--- src/rtl/rf_arb_pkg.sv ---
// Shared types and constants for the register-file write-back arbiter.
// Imported by the arbiter sub-module and the top level.
package rf_arb_pkg;
  localparam int NUM_REQ = 2;
  localparam int ADDR_W = 5;
  localparam int DATA_W = 32;
  localparam logic [ADDR_W-1:0] REG_ZERO = 5'd0;

  typedef struct packed {
    logic [ADDR_W-1:0] addr;
    logic [DATA_W-1:0] data;
  } wb_req_t;
endpackage

--- src/rtl/rf_wb_arbiter_rr.sv ---
// Two-way round-robin grant; the requester that did not win last
// time has priority when both ask.
module rr_arbiter2
  import rf_arb_pkg::*;
(
  input  logic [NUM_REQ-1:0] req,
  input  logic               last,
  output logic [NUM_REQ-1:0] gnt
);
  assign gnt[0] = req[0] && (!req[1] || last);
  assign gnt[1] = req[1] && (!req[0] || !last);
endmodule

--- src/rtl/rf_wb_arbiter.sv ---
// Write-back arbiter for the register file write port, with a
// pending-producer scoreboard used by decode for read stalls.
module rf_wb_arbiter #(
  parameter int ADDR_W = 5,
  parameter int DATA_W = 32
) (
  input  logic              clk,
  input  logic              rst,
  input  logic              req0_valid,
  input  logic [ADDR_W-1:0] req0_addr,
  input  logic [DATA_W-1:0] req0_data,
  output logic              req0_ready,
  input  logic              req1_valid,
  input  logic [ADDR_W-1:0] req1_addr,
  input  logic [DATA_W-1:0] req1_data,
  output logic              req1_ready,
  input  logic              alloc_valid,
  input  logic [ADDR_W-1:0] alloc_addr,
  input  logic              hold,
  output logic              rf_we,
  output logic [ADDR_W-1:0] rf_wa,
  output logic [DATA_W-1:0] rf_wd,
  output logic [31:0]       pending
);
  import rf_arb_pkg::*;

  logic              r_last;
  logic              r_we;
  logic [ADDR_W-1:0] r_wa;
  logic [DATA_W-1:0] r_wd;
  logic [31:0]       r_pend;

  logic       w_z0;
  logic       w_z1;
  logic [1:0] w_req;
  logic [1:0] w_gnt;
  logic       w_open;
  logic       w_acc0;
  logic       w_acc1;
  logic       w_wr;
  wb_req_t    w_sel;
  logic [31:0] w_set;
  logic [31:0] w_clr;

  assign w_z0   = (req0_addr == REG_ZERO);
  assign w_z1   = (req1_addr == REG_ZERO);
  assign w_req  = {req1_valid && !w_z1, req0_valid && !w_z0};
  assign w_open = !hold && !rst;

  rr_arbiter2 u_rr (
    .req  (w_req),
    .last (r_last),
    .gnt  (w_gnt)
  );

  // x0 writes are sunk immediately and never consume the port
  assign req0_ready = w_open && (w_z0 || w_gnt[0]);
  assign req1_ready = w_open && (w_z1 || w_gnt[1]);

  assign w_acc0 = w_open && w_gnt[0];
  assign w_acc1 = w_open && w_gnt[1];
  assign w_wr   = w_acc0 || w_acc1;

  always_comb begin
    w_sel = '{addr: req0_addr, data: req0_data};
    unique case (1'b1)
      w_acc1:  w_sel = '{addr: req1_addr, data: req1_data};
      default: ;
    endcase
  end

  always_comb begin
    w_set = '0;
    w_clr = '0;
    if (alloc_valid) w_set[alloc_addr] = 1'b1;
    if (w_wr) w_clr[w_sel.addr] = 1'b1;
  end

  always_ff @(posedge clk) begin
    if (rst) begin
      r_we   <= 1'b0;
      r_wa   <= '0;
      r_wd   <= '0;
      r_last <= 1'b1;
      r_pend <= '0;
    end else begin
      r_we <= w_wr;
      if (w_wr) begin
        r_wa   <= w_sel.addr;
        r_wd   <= w_sel.data;
        r_last <= w_acc1;
      end
      // set after clear: a newer producer overrides the retiring one
      r_pend <= ((r_pend & ~w_clr) | w_set) & ~32'd1;
    end
  end

  assign rf_we   = r_we;
  assign rf_wa   = r_wa;
  assign rf_wd   = r_wd;
  assign pending = r_pend;
endmodule
--- config.mk ---
export PLATFORM = sky130hd
export DESIGN_NAME = rf_wb_arbiter
export DESIGN_NICKNAME = d
export VERILOG_FILES = /design/src/rtl/rf_arb_pkg.sv /design/src/rtl/rf_wb_arbiter_rr.sv /design/src/rtl/rf_wb_arbiter.sv
export SDC_FILE = /design/constraint.sdc
export NUM_CORES = 1
export LEC_CHECK = 0
export BUFFER_PORTS_ARGS = -buffer_cell sky130_fd_sc_hd__buf_2
export CAP_MARGIN = 0
export CORE_AREA = 4 4 94 96
export DETAILED_ROUTE_END_ITERATION = 16
export DIE_AREA = 0 0 98 100
export PLACE_DENSITY = 0.8
export SLEW_MARGIN = 20
export SYNTH_ARGS = -nofsm -noshare
export SYNTH_HDL_FRONTEND = slang
export SYNTH_SLANG_ARGS = --single-unit
--- constraint.sdc ---
create_clock -name clk -period 3.25 [get_ports clk]
set_input_delay 0.1625 -clock clk [delete_from_list [all_inputs] [get_ports clk]]
set_output_delay 0.1625 -clock clk [all_outputs]
set_load 0.05 [all_outputs]
==> reports/results.txt, run 1 <==
Delay of the slowest critical-path stage: 0.54 ns. For the total CTS buffers, the log shows 9. The number of placed instances, taps included, is 687. The synthesized design contains 0 enable-type register cells. Using the TritonRoute via totals, the vias-per-cell ratio works out to 5.62. The logs give 771 for the filler cell count in the final layout and 356 for the DRC violation total after the first TritonRoute iteration. CTS placed an instance of clkbuf_8 at the clock tree root. TritonCTS built the clock tree. For hold timing, the worst endpoint is rf_wd[29]. The H-tree was split into 3 levels. The number of buffers and inverters on the critical path is 2. In this run, post-CTS repair resized a total of 0 instances. The worst register-to-register path has a setup slack of 1.16 ns.

The most critical setup path has its startpoint at req1_addr[3]. The congestion estimate from routability-driven global placement came to 0.885. The tools report the count of yosys warnings during synthesis as 0.

157 I/O pins were placed. Origin of the critical flop-to-flop path: r_last. The top-area cell type share of the netlist area was 40.0%. The portion of synthesized area spent on multiplexers is 0.571%. The largest individual stage delay along the critical path comes from the cell or3_1. Final worst clock skew: 0.00752 ns.

The horizontal die dimension works out to 98 µm. Among cell families on the critical path, the largest total delay comes from simple AND/OR/NAND/NOR gates. The logs give 542 for the post-synthesis net count and 0 for the number of buffers inserted by post-CTS setup repair. Setup violations remaining at the end of the flow were counted as 0. For the via total after detailed routing, the log shows 3953.

The worst setup path is of the in2out kind. The count of clock tree sinks was 70. A synthesized cell averages 7.67 µm². Sequential cells were found to cover 40.0% of the synthesized design area.

Counting flops and latches in the post-synthesis netlist gives 70. From bottom edge to top edge, the die measures 100 µm. The via count of the first global-routing pass is 3669, and the number of maximum-capacitance constraint violations is 0. The detail route stage leaves a number of antenna-violating nets equal to 0.

The required arrival time at the worst endpoint is 3.09 ns, and the total number of placement rows is 33. The tools report the unique cell type count in the Yosys netlist as 45. The area fraction in compound gates after synthesis works out to 30.5%. The maximum ir drop on the vdd rail is 0.179 mV. The placeable core region is 0.00805 mm². Setup repair after global routing left no endpoint under its margin.

The tools report the total non-filler cell area in the finished layout as 0.00447 mm². By area, the combinational part of the netlist is dominated by compound AO/OA/AOI/OAI gates. For this run, the total global-route usage over all layers was measured as 22.9%. The fraction of layout instances using a drive strength above 1 was 33.4%; the final count of pins violating max slew was 0. For the worst-skew pair, the clock arrives at the later sink with an insertion delay of 0.34 ns. After the last flow step, the layout net total stands at 678. Counting cells, the worst reg-to-reg path comes to 5. Of the total synthesized cell area, the portion taken by full adders, half adders and majority gates is 0%. The transition time at the pin with the least slew margin is 0.861 ns. Of all nets on the critical path, the largest fanout is 44.

The run finished with clean final reports. The most common library cell in the layout ignoring fill and taps was buf_2. The worst register-to-register path ends at pending[25].

The power density over cell area was 453 mW/mm². The start point of the worst min-delay path was req0_data[29]. The run gives 0.0669 ns as the hold slack. Along the worst hold path, the cell count comes to 3.

The share of flip-flops with an asynchronous set or reset was 0%; the first-pass GRT wire length was 18300 µm. Subtracting the final worst setup slack from the clock period gives 2.15 ns. The run gives 0 ns as the sum of negative setup slack. The simple-gate area share of the yosys netlist works out to 23.1%.

Number of input and output port buffers inserted: 155. For the gate count after technology mapping, the log shows 457. The tools report the post-synthesis instance area as 0.00351 mm². The tools report the endpoint type of the worst setup path as a primary output. After global routing the overflow that remains totals 0.

In this run the worst hold path is classified as in2reg. The first TritonRoute pass finished after 5 iterations. At the worst endpoint, the arrival time is 1.99 ns.

The part of the cycle the worst path needs is 66.1%, and the total count of hold-check failures in the final report is 0. Entering global routing, the biggest net connects 45 pins. After detailed routing, the average wire length per cell comes to 16.4 µm. The placed cell area is 0.00428 mm². The floorplan step defined a die boundary enclosing 0.00980 mm².

Among all flip-flop cells after synthesis, the most frequent one is dfxtp_1. Dominant cell type by count on the critical path: buf_2. The critical path goes through buf_2 -> or3_1 -> o311a_4 -> nand2_4 -> nand2_1 -> buf_2. Half-perimeter wire length after detailed placement: 8290 µm.

The cell taking the most area after synthesis was dfxtp_1. For the buffer depth of the longest clock path, the log shows 2. Area overhead of the layout relative to synthesis: 27.3%. The tools report the initial antenna violation count as 0. The post-route non-filler standard cell count came out at 703. Static timing analysis puts the maximum clock frequency at 465 MHz.

The initial utilization of the core area, before any placement, comes to 43.6%. The logs give 0 for the cts-stage hold buffer count and 0 for the remaining design rule violation count. In the post-synthesis netlist, the biggest area contributors are dfxtp_1 (40%), nand2_1 (8.7%), o21ai_0 (8.3%).

The leakage dissipation is 2.06 nW. For this block, the routed nets add up to 11500 µm of wire. The post-synthesis share of cell area spent on xor and xnor gates works out to 0%.

After clock tree synthesis, the clock-pin slew on the worst setup and hold paths is 0.08 ns. In this run the tightest slew margin relative to its limit is 42.6%. The worst setup path is launched from an input port. The tools report the total power consumption of the routed design as 0.00203 W.

0 antenna diodes ended up in the layout. In the layout the commonest cells are buf_2 (155), nand2_1 (81), dfxtp_1 (70).
-- stage by stage --
step	worst slack, ns	utilization, %
floorplan	0.893	-
global placement	0.942	53.1
detailed placement	0.855	53.1
CTS	1.13	55.5
global route	1.03	55.5
finish	1.10	55.5
-- worst reg2reg max path, delay by kind of cell, from the launching register on --
kind / cells / cell delay [ns]
flip-flops: 1 / 0.34
AO/OA/AOI/OAI: 3 / 1.14
AND/OR/NAND/NOR: 2 / 0.47
-- cells in the mapped netlist, types with 3 or more instances --
cell,count
nand3b_1,7
inv_1,3
clkbuf_1,13
nand2_1,81
buf_2,17
nor2_1,58
a311oi_1,4
nand3_1,8
nor3_1,3
nor3b_1,3
a311oi_2,8
nand4b_1,4
dfxtp_1,70
a21oi_1,54
a31oi_1,25
or3b_2,5
buf_6,3
o21ai_0,58
-- layer usage --
layer	up-vias	global-route usage (%)	part of all wire, %
li1	1903	-	-
met1	1833	29.2	42
met2	204	38.3	47
met3	13	5.49	9.4
met4	0	7.45	1.3
met5	-	0	0
-- state kept, by name, indices dropped and copies added (netlist names) --
signal	count
rf_we	1
pending	31
rf_wa	5
r_last	1
rf_wd	32
-- power breakdown --
part	internal (W)	switching, W
Combinational	0.000123	0.000301
Sequential	0.000894	0.0000171
Clock	0.000352	0.000338
-- kinds of logic (layout without fill, tap and decap cells) --
group                  count (synthesis)  count (layout)
and+or+nand+nor                      180             180
AOI/OAI and AO/OA                    166             166
DFF                                   70              70
buffers and inverters                 38             179
muxes                                  2               2
other                                  1               1
-- how the worst max path moves through the flow --
stage          cells past startpoint  slack [ns]          end
3_3_place_gp                       6        0.94  pending[26]
2_1_floorplan                      5        0.89   req0_ready
4_1_cts                            6        1.13   req1_ready
5_1_grt                            6        1.03   req1_ready
6_report                           6        1.10   req1_ready
3_5_place_dp                       6        0.85  pending[26]
-- area by class of cell --
class / instances / area (µm²) / area share (%)
repair buffers: 160 / 813 / 18.2
clock inverters: 6 / 62.6 / 1.40
flip-flops and latches: 70 / 1400 / 31.4
clock buffers: 10 / 128 / 2.86
multi-input cells: 349 / 1920 / 43.0
inverters: 3 / 11.3 / 0.252
well taps: 105 / 131 / 2.94
Note: power is estimated with default switching activity, not from simulation.
==> run 2: changes to the inputs <==
Clock period 3.25 ns to 2.12 ns, I/O delays scaled along.
==> run 2 against run 1 <==
Against the previous run:
- worst setup slack lost 0.97 ns
- first-iteration DRC count down 38%
- cell area grew 3.8%
- clock power up 64%
- hold slack worse by 0.052 ns
- global-route usage decreased by 0.13 points
- clock skew increased by 0.00054 ns
- final cell count up 1.6%
- largest power group unchanged
- highest routed layer unchanged
==> reports/results.txt, run 2 (same netlist as run 1, synthesis figures left out) <==
Cell total after placement: 695 (was 687). The area overhead of the layout relative to synthesis is 32.1% (was 27.3%). The number of maximum-capacitance constraint violations was 0 (unchanged). Commonest non-fill, non-tap cells in the layout: buf_2 (155), nand2_1 (81), dfxtp_1 (70) (unchanged).

The number of input and output port buffers inserted is 155 (unchanged). The tools report the hold slack as 0.0146 ns (was 0.0669 ns). The worst hold endpoint is rf_wd[26] (was rf_wd[29]). The logs give 0 (unchanged) for the count of nets left with antenna violations after detail routing and 3 (unchanged) for the number of H-tree levels. For the remaining design rule violation count, the log shows 0 (unchanged).

Worst-path cell chain: nand2_1 -> a21o_1 -> nand2_4 -> buf_12 -> nand2_1 -> a31oi_1 -> dlygate4sd3_1 (was buf_2 -> or3_1 -> o311a_4 -> nand2_4 -> nand2_1 -> buf_2). The total CTS buffers came out at 9 (unchanged). The maximum ir drop on the vdd rail is 0.327 mV (was 0.179 mV). For the half-perimeter wire length after detailed placement, the log shows 8290 µm (about the same). The total count of hold-check failures in the final report is 0 (unchanged). The run gives 0 ns (unchanged) as the sum of negative setup slack. Critical path's slowest cell: dlygate4sd3_1 (was or3_1). The worst path needs 1.99 ns of the cycle, external delays included. The tools report the kind of start point of the critical path as a flop (was an input port). Initial cell density of the core: 43.6% (unchanged). The number of detailed-route iterations in the first pass is 5 (unchanged). The average wire per standard cell is 16.1 µm (was 16.4 µm). Initial antenna violation count: 0 (unchanged). The total routing usage reported by global routing came out at 22.8% (was 22.9%). The ratio of routed vias to standard cells is 5.57 (was 5.62), and the overall die area is 0.00980 mm² (unchanged). The dominant cell type by count on the critical path was nand2_1 (was buf_2). The logs give 2.13 nW (was 2.06 nW) for the leakage dissipation and 0 (unchanged) for the final count of pins violating max slew. The post-route non-filler standard cell count is 714 (was 703), and the weighted congestion at the end of routability-driven global placement is 0.898 (was 0.885). Kind of critical path: reg2reg (was in2out). The number of instances on the worst hold path works out to 3 (unchanged). The power density over cell area came out at 690 mW/mm² (was 453 mW/mm²).

The fraction of layout instances using a drive strength above 1 was 34.6% (was 33.4%); the boundary pin count was 157 (unchanged). The logs give 3780 (was 3669) for the via count of the first global-routing pass and 0.34 ns (about the same) for the worst-skew pair later-pin latency. Endpoint type of the worst setup path: a flop (was a primary output). The total non-filler cell area in the finished layout came out at 0.00463 mm² (was 0.00447 mm²). The cell at the root of the clock tree was clkbuf_8 (unchanged).

The tools report the final worst clock skew as 0.00806 ns (was 0.00752 ns). The total number of placement rows was 33 (unchanged). The flow ran to the end, and the final reports show no timing, DRC or antenna violations.

The tools report the buffer depth of the longest clock path as 2 (unchanged). The tools report the end of the worst register-to-register path as rf_wd[28] (was pending[25]). The final core utilization is 57.5% (was 55.5%).

The horizontal die dimension was 98 µm (unchanged). The via total after detailed routing is 3977 (was 3953), and the largest net degree at the start of global routing is 55 (was 45). The most common library cell in the layout ignoring fill and taps is buf_2 (unchanged). The type of the tightest min-delay check was in2reg (unchanged). The highest net fanout along the worst path is 33 (was 44), and the number of buffers inserted by post-CTS setup repair is 0 (unchanged). First-pass GRT wire length: 18300 µm (about the same). The origin of the critical flop-to-flop path was r_last (unchanged). Worst reg2reg path depth: 7 (was 5). The worst reg-to-reg setup slack is 0.13 ns (was 1.16 ns).

The required arrival time at the worst endpoint is 2.41 ns (was 3.09 ns), and the arrival time at the worst endpoint is 2.28 ns (was 1.99 ns). The start point of the worst min-delay path is req0_data[26] (was req0_data[29]). The height of the chip was 100 µm (unchanged). The run gives 689 (was 678) as the number of nets in the layout.

Setup repair after global routing left no endpoint under its margin. The logs give 503 MHz for the maximum achievable frequency and 221 (was 356) for the DRC violation total after the first TritonRoute iteration. The tools report the final global-route overflow total as 0 (unchanged). TritonCTS built the clock tree. The delay of the slowest critical-path stage works out to 0.55 ns (was 0.54 ns). The final number of setup-violating endpoints was 0 (unchanged); the part of the cycle the worst path needs was 93.8%. The clock transition time at the flip-flop clock pins of the worst setup and hold paths is 0.08 ns (about the same), and the total routed wirelength is 11500 µm (about the same). For the count of clock tree sinks, the log shows 70 (unchanged). The antenna diode count was 0 (unchanged); the number of flip-flops in the largest register was 32 (unchanged).

The placed cell area was 0.00438 mm² (was 0.00428 mm²). The placeable core region is 0.00805 mm² (unchanged).
-- run 2: cell count changes in the layout (fill, tap and decap cells not counted), moves of 2 or more --
cell / previous run / this run
clkinv_2: 2 / 0
buf_4: 5 / 9
buf_12: 0 / 3
dlygate4sd3_1: 0 / 3
-- run 2: layout make-up --
class	instances	area [µm²]
multi-input cells	349	1940
clock buffers	10	138
fillers	754	3420
inverters	3	11.3
repair buffers	171	945
clock inverters	6	70.1
flip-flops and latches	70	1400
well taps	105	131
-- run 2: critical path, delay by kind of cell, from the launching register on --
family | cells | cell delay [ns]
buffers and inverters | 2 | 0.76
AO/OA/AOI/OAI | 2 | 0.42
flip-flops | 1 | 0.37
AND/OR/NAND/NOR | 3 | 0.38
-- run 2: report_power, final --
group / switching (W) / internal, W / leakage, nW
Sequential: 0.0000259 / 0.00137 / 0.571
Combinational: 0.000467 / 0.000207 / 1.47
Clock: 0.000546 / 0.000581 / 0.0951
-- run 2: timing repair --
action | 4_1_cts | 5_1_grt
setup endpoints to repair | 0 | 1
resized for setup | 0 | 3
hold buffers | 3 | 0
hold endpoints to repair | 2 | 0
-- run 2: worst max path at each step --
stage,start,end,cells after the start
after floorplan,req1_addr[1],req0_ready,5
after global placement,req1_addr[3],pending[31],6
after detailed placement,req1_addr[3],pending[14],6
after CTS,r_last,rf_wd[28],7
after global routing,r_last,rf_wd[28],7
final,r_last,rf_wd[28],7
-- run 2: stage by stage --
step                power [W]  setup WS (ns)
floorplan             0.00188          0.295
global placement      0.00208          0.155
detailed placement    0.00209         0.0839
CTS                   0.00321         0.0717
global route          0.00334         0.0229
finish                0.00320          0.131
-- run 2: metal layers --
metal	vias up	share of wire, %	routed length, µm	track usage, %
li1	1921	-	-	-
met1	1813	41	4690	27.7
met2	228	49	5630	39.5
met3	15	9.5	1100	6.39
met4	0	1.0	116	6.28
met5	-	0	0	0
==> run 3: changes to the inputs <==
Settings changed: PLACE_DENSITY 0.8 to not set, PLACE_DENSITY_LB_ADDON set to 0.05.
==> run 3 against run 2 <==
Against the previous run:
- flip-flop and latch count stayed put
- worst setup slack better by 0.054 ns
- global-route usage rose by 0.57 points
- largest cell class unchanged
==> reports/results.txt, run 3 (same netlist as run 1, synthesis figures left out) <==
The run finished with clean final reports. The maximum achievable frequency came out at 517 MHz (was 503 MHz). The critical path launch point was r_last (unchanged). The initial cell density of the core is 43.6% (unchanged). The run gives 3980 (was 3977) as the via total after detailed routing.

For the remaining design rule violation count, the log shows 0 (unchanged). The number of maximum-capacitance constraint violations was 0 (unchanged); the final count of pins violating max slew was 0 (unchanged). The most common library cell in the layout ignoring fill and taps was buf_2 (unchanged).

The tools report the smallest setup slack after layout as 0.185 ns (was 0.131 ns). Setup repair after global routing left no endpoint under its margin. Horizontal die dimension: 98 µm (unchanged). The total CTS buffers came out at 9 (unchanged). The run gives 0 (unchanged) as the final global-route overflow total. Endpoint type of the worst setup path: a flop (unchanged).

The tools report the hold slack as 0.0142 ns (was 0.0146 ns). The largest net degree at the start of global routing came out at 33 (was 55). The final worst clock skew was 0.00632 ns (was 0.00806 ns); the minimum clock period was 1.93 ns (was 1.99 ns).

Total count of hold-check failures in the final report: 0 (unchanged). The logs give 167 (was 221) for the DRC violation total after the first TritonRoute iteration and 0.35 ns (was 0.34 ns) for the worst-skew pair later-pin latency. The tools report the arrival time at the worst endpoint as 2.21 ns (was 2.28 ns). The number of nets in the layout was 714 (was 689); the total routing usage reported by global routing was 23.3% (was 22.8%).

The number of input and output port buffers inserted is 155 (unchanged). The number of H-tree levels was 3 (unchanged). Kind of start point of the critical path: a flop (unchanged).

The first-pass GRT wire length came out at 18600 µm (was 18300 µm). The number of gates given a new drive strength after cts was 0 (unchanged). The number of detailed-route iterations in the first pass is 5 (unchanged), and the total routed wirelength is 11700 µm (was 11500 µm). The total power consumption of the routed design came out at 0.00331 W (was 0.00320 W).

The placed cell area is 0.00449 mm² (was 0.00438 mm²). The number of flip-flops in the largest register was 32 (unchanged). The transition time at the pin with the least slew margin was 0.929 ns; the pre-CTS worst setup slack was 0.0660 ns (was 0.0839 ns). The clock transition time at the flip-flop clock pins of the worst setup and hold paths was 0.08 ns (about the same).

The type of the tightest min-delay check is in2reg (unchanged). The worst slew margin relative to its limit was 38.0%; the area overhead of the layout relative to synthesis was 37.7% (was 32.1%). The fraction of layout instances using a drive strength above 1 was 35.5% (was 34.6%). The tools report the origin of the critical flop-to-flop path as r_last (unchanged). Part of the cycle the worst path needs: 91.3% (was 93.8%). The filler cell count in the final layout came out at 781 (was 754). The count of nets left with antenna violations after detail routing is 0 (unchanged). Commonest non-fill, non-tap cells in the layout: buf_2 (155), nand2_1 (81), dfxtp_1 (70) (unchanged). The ratio of routed vias to standard cells was 5.39 (was 5.57); the count of clock tree sinks was 70 (unchanged). The tools report the overall die area as 0.00980 mm² (unchanged). The via count of the first global-routing pass is 3862 (was 3780), and the placeable core region is 0.00805 mm² (unchanged). The run gives 2.39 ns (was 2.41 ns) as the required arrival time at the worst endpoint. The logs give 0.909 (was 0.898) for the weighted congestion at the end of routability-driven global placement and 0.388 mV (was 0.327 mV) for the maximum ir drop on the vdd rail. The run gives 0.00483 mm² (was 0.00463 mm²) as the total non-filler cell area in the finished layout. The highest net fanout along the worst path is 21 (was 33), and the height of the chip is 100 µm (unchanged). For the boundary pin count, the log shows 157 (unchanged). The sum of negative setup slack is 0 ns (unchanged). TritonCTS built the clock tree. The power density over cell area is 684 mW/mm² (was 690 mW/mm²), and the total number of placement rows is 33 (unchanged).

The run gives 12 (was 3) as the cts-stage hold buffer count. The start point of the worst min-delay path is req0_data[19] (was req0_data[26]). The average wire per standard cell was 15.9 µm (was 16.1 µm). Leakage dissipation: 2.24 nW (was 2.13 nW). The logs give 2 (unchanged) for the buffer depth of the longest clock path and 0 (unchanged) for the initial antenna violation count. The tools report the number of buffers inserted by post-CTS setup repair as 0 (unchanged). The cell at the root of the clock tree was clkbuf_8 (unchanged). The final number of setup-violating endpoints came out at 0 (unchanged).

Kind of critical path: reg2reg (unchanged). The run gives 8470 µm (was 8290 µm) as the half-perimeter wire length after detailed placement.
## run 3: layout make-up
type                            instances  area (µm²)  share of cell area (%)
Sequential cell                        70        1400                    29.0
Timing Repair Buffer                  196        1140                    23.6
Tap cell                              105         131                    2.72
Antenna cell                            1        2.50                  0.0518
Clock buffer                           10         138                    2.85
Inverter                                3        11.3                   0.233
Multi-Input combinational cell        349        1920                    39.8
Clock inverter                          5        83.8                    1.74
## run 3: worst paths after layout
kind         cells past startpoint   endpoint  slack (ns)
max                              6  rf_wd[26]        0.19
min                              3  rf_wd[19]        0.01
max reg2reg                      6  rf_wd[26]        0.19
min reg2reg                      2  rf_wd[10]        0.50
## run 3: report_power, final
part           internal (W)  switching [W]  leakage, nW  total [W]
Sequential          0.00137      0.0000263        0.571    0.00140
Clock              0.000690       0.000517        0.105    0.00121
Combinational      0.000232       0.000470         1.57   0.000702
Total               0.00229        0.00101         2.24    0.00331
## run 3: critical path, stage by stage, from the launching register on
cell	delay [ns]
dfxtp_1	0.35
nand2_1	0.13
a21oi_1	0.08
nor2_2	0.74
buf_4	0.30
nand2_1	0.07
a31oi_1	0.16
## run 3: through the flow
stage | utilization (%) | std cells
2_1_floorplan | - | 457
3_3_place_gp | 55.7 | 711
3_5_place_dp | 55.7 | 711
4_1_cts | 60.0 | 738
5_1_grt | 60.0 | 738
6_report | 60.0 | 739
## run 3: metal layers
| layer | wire length [µm] | track usage [%] |
|---|---|---|
| met2 | 5560 | 39.6 |
| met4 | 354 | 11.9 |
| met3 | 803 | 4.86 |
| met1 | 5020 | 28.0 |
| met5 | 0 | 0 |
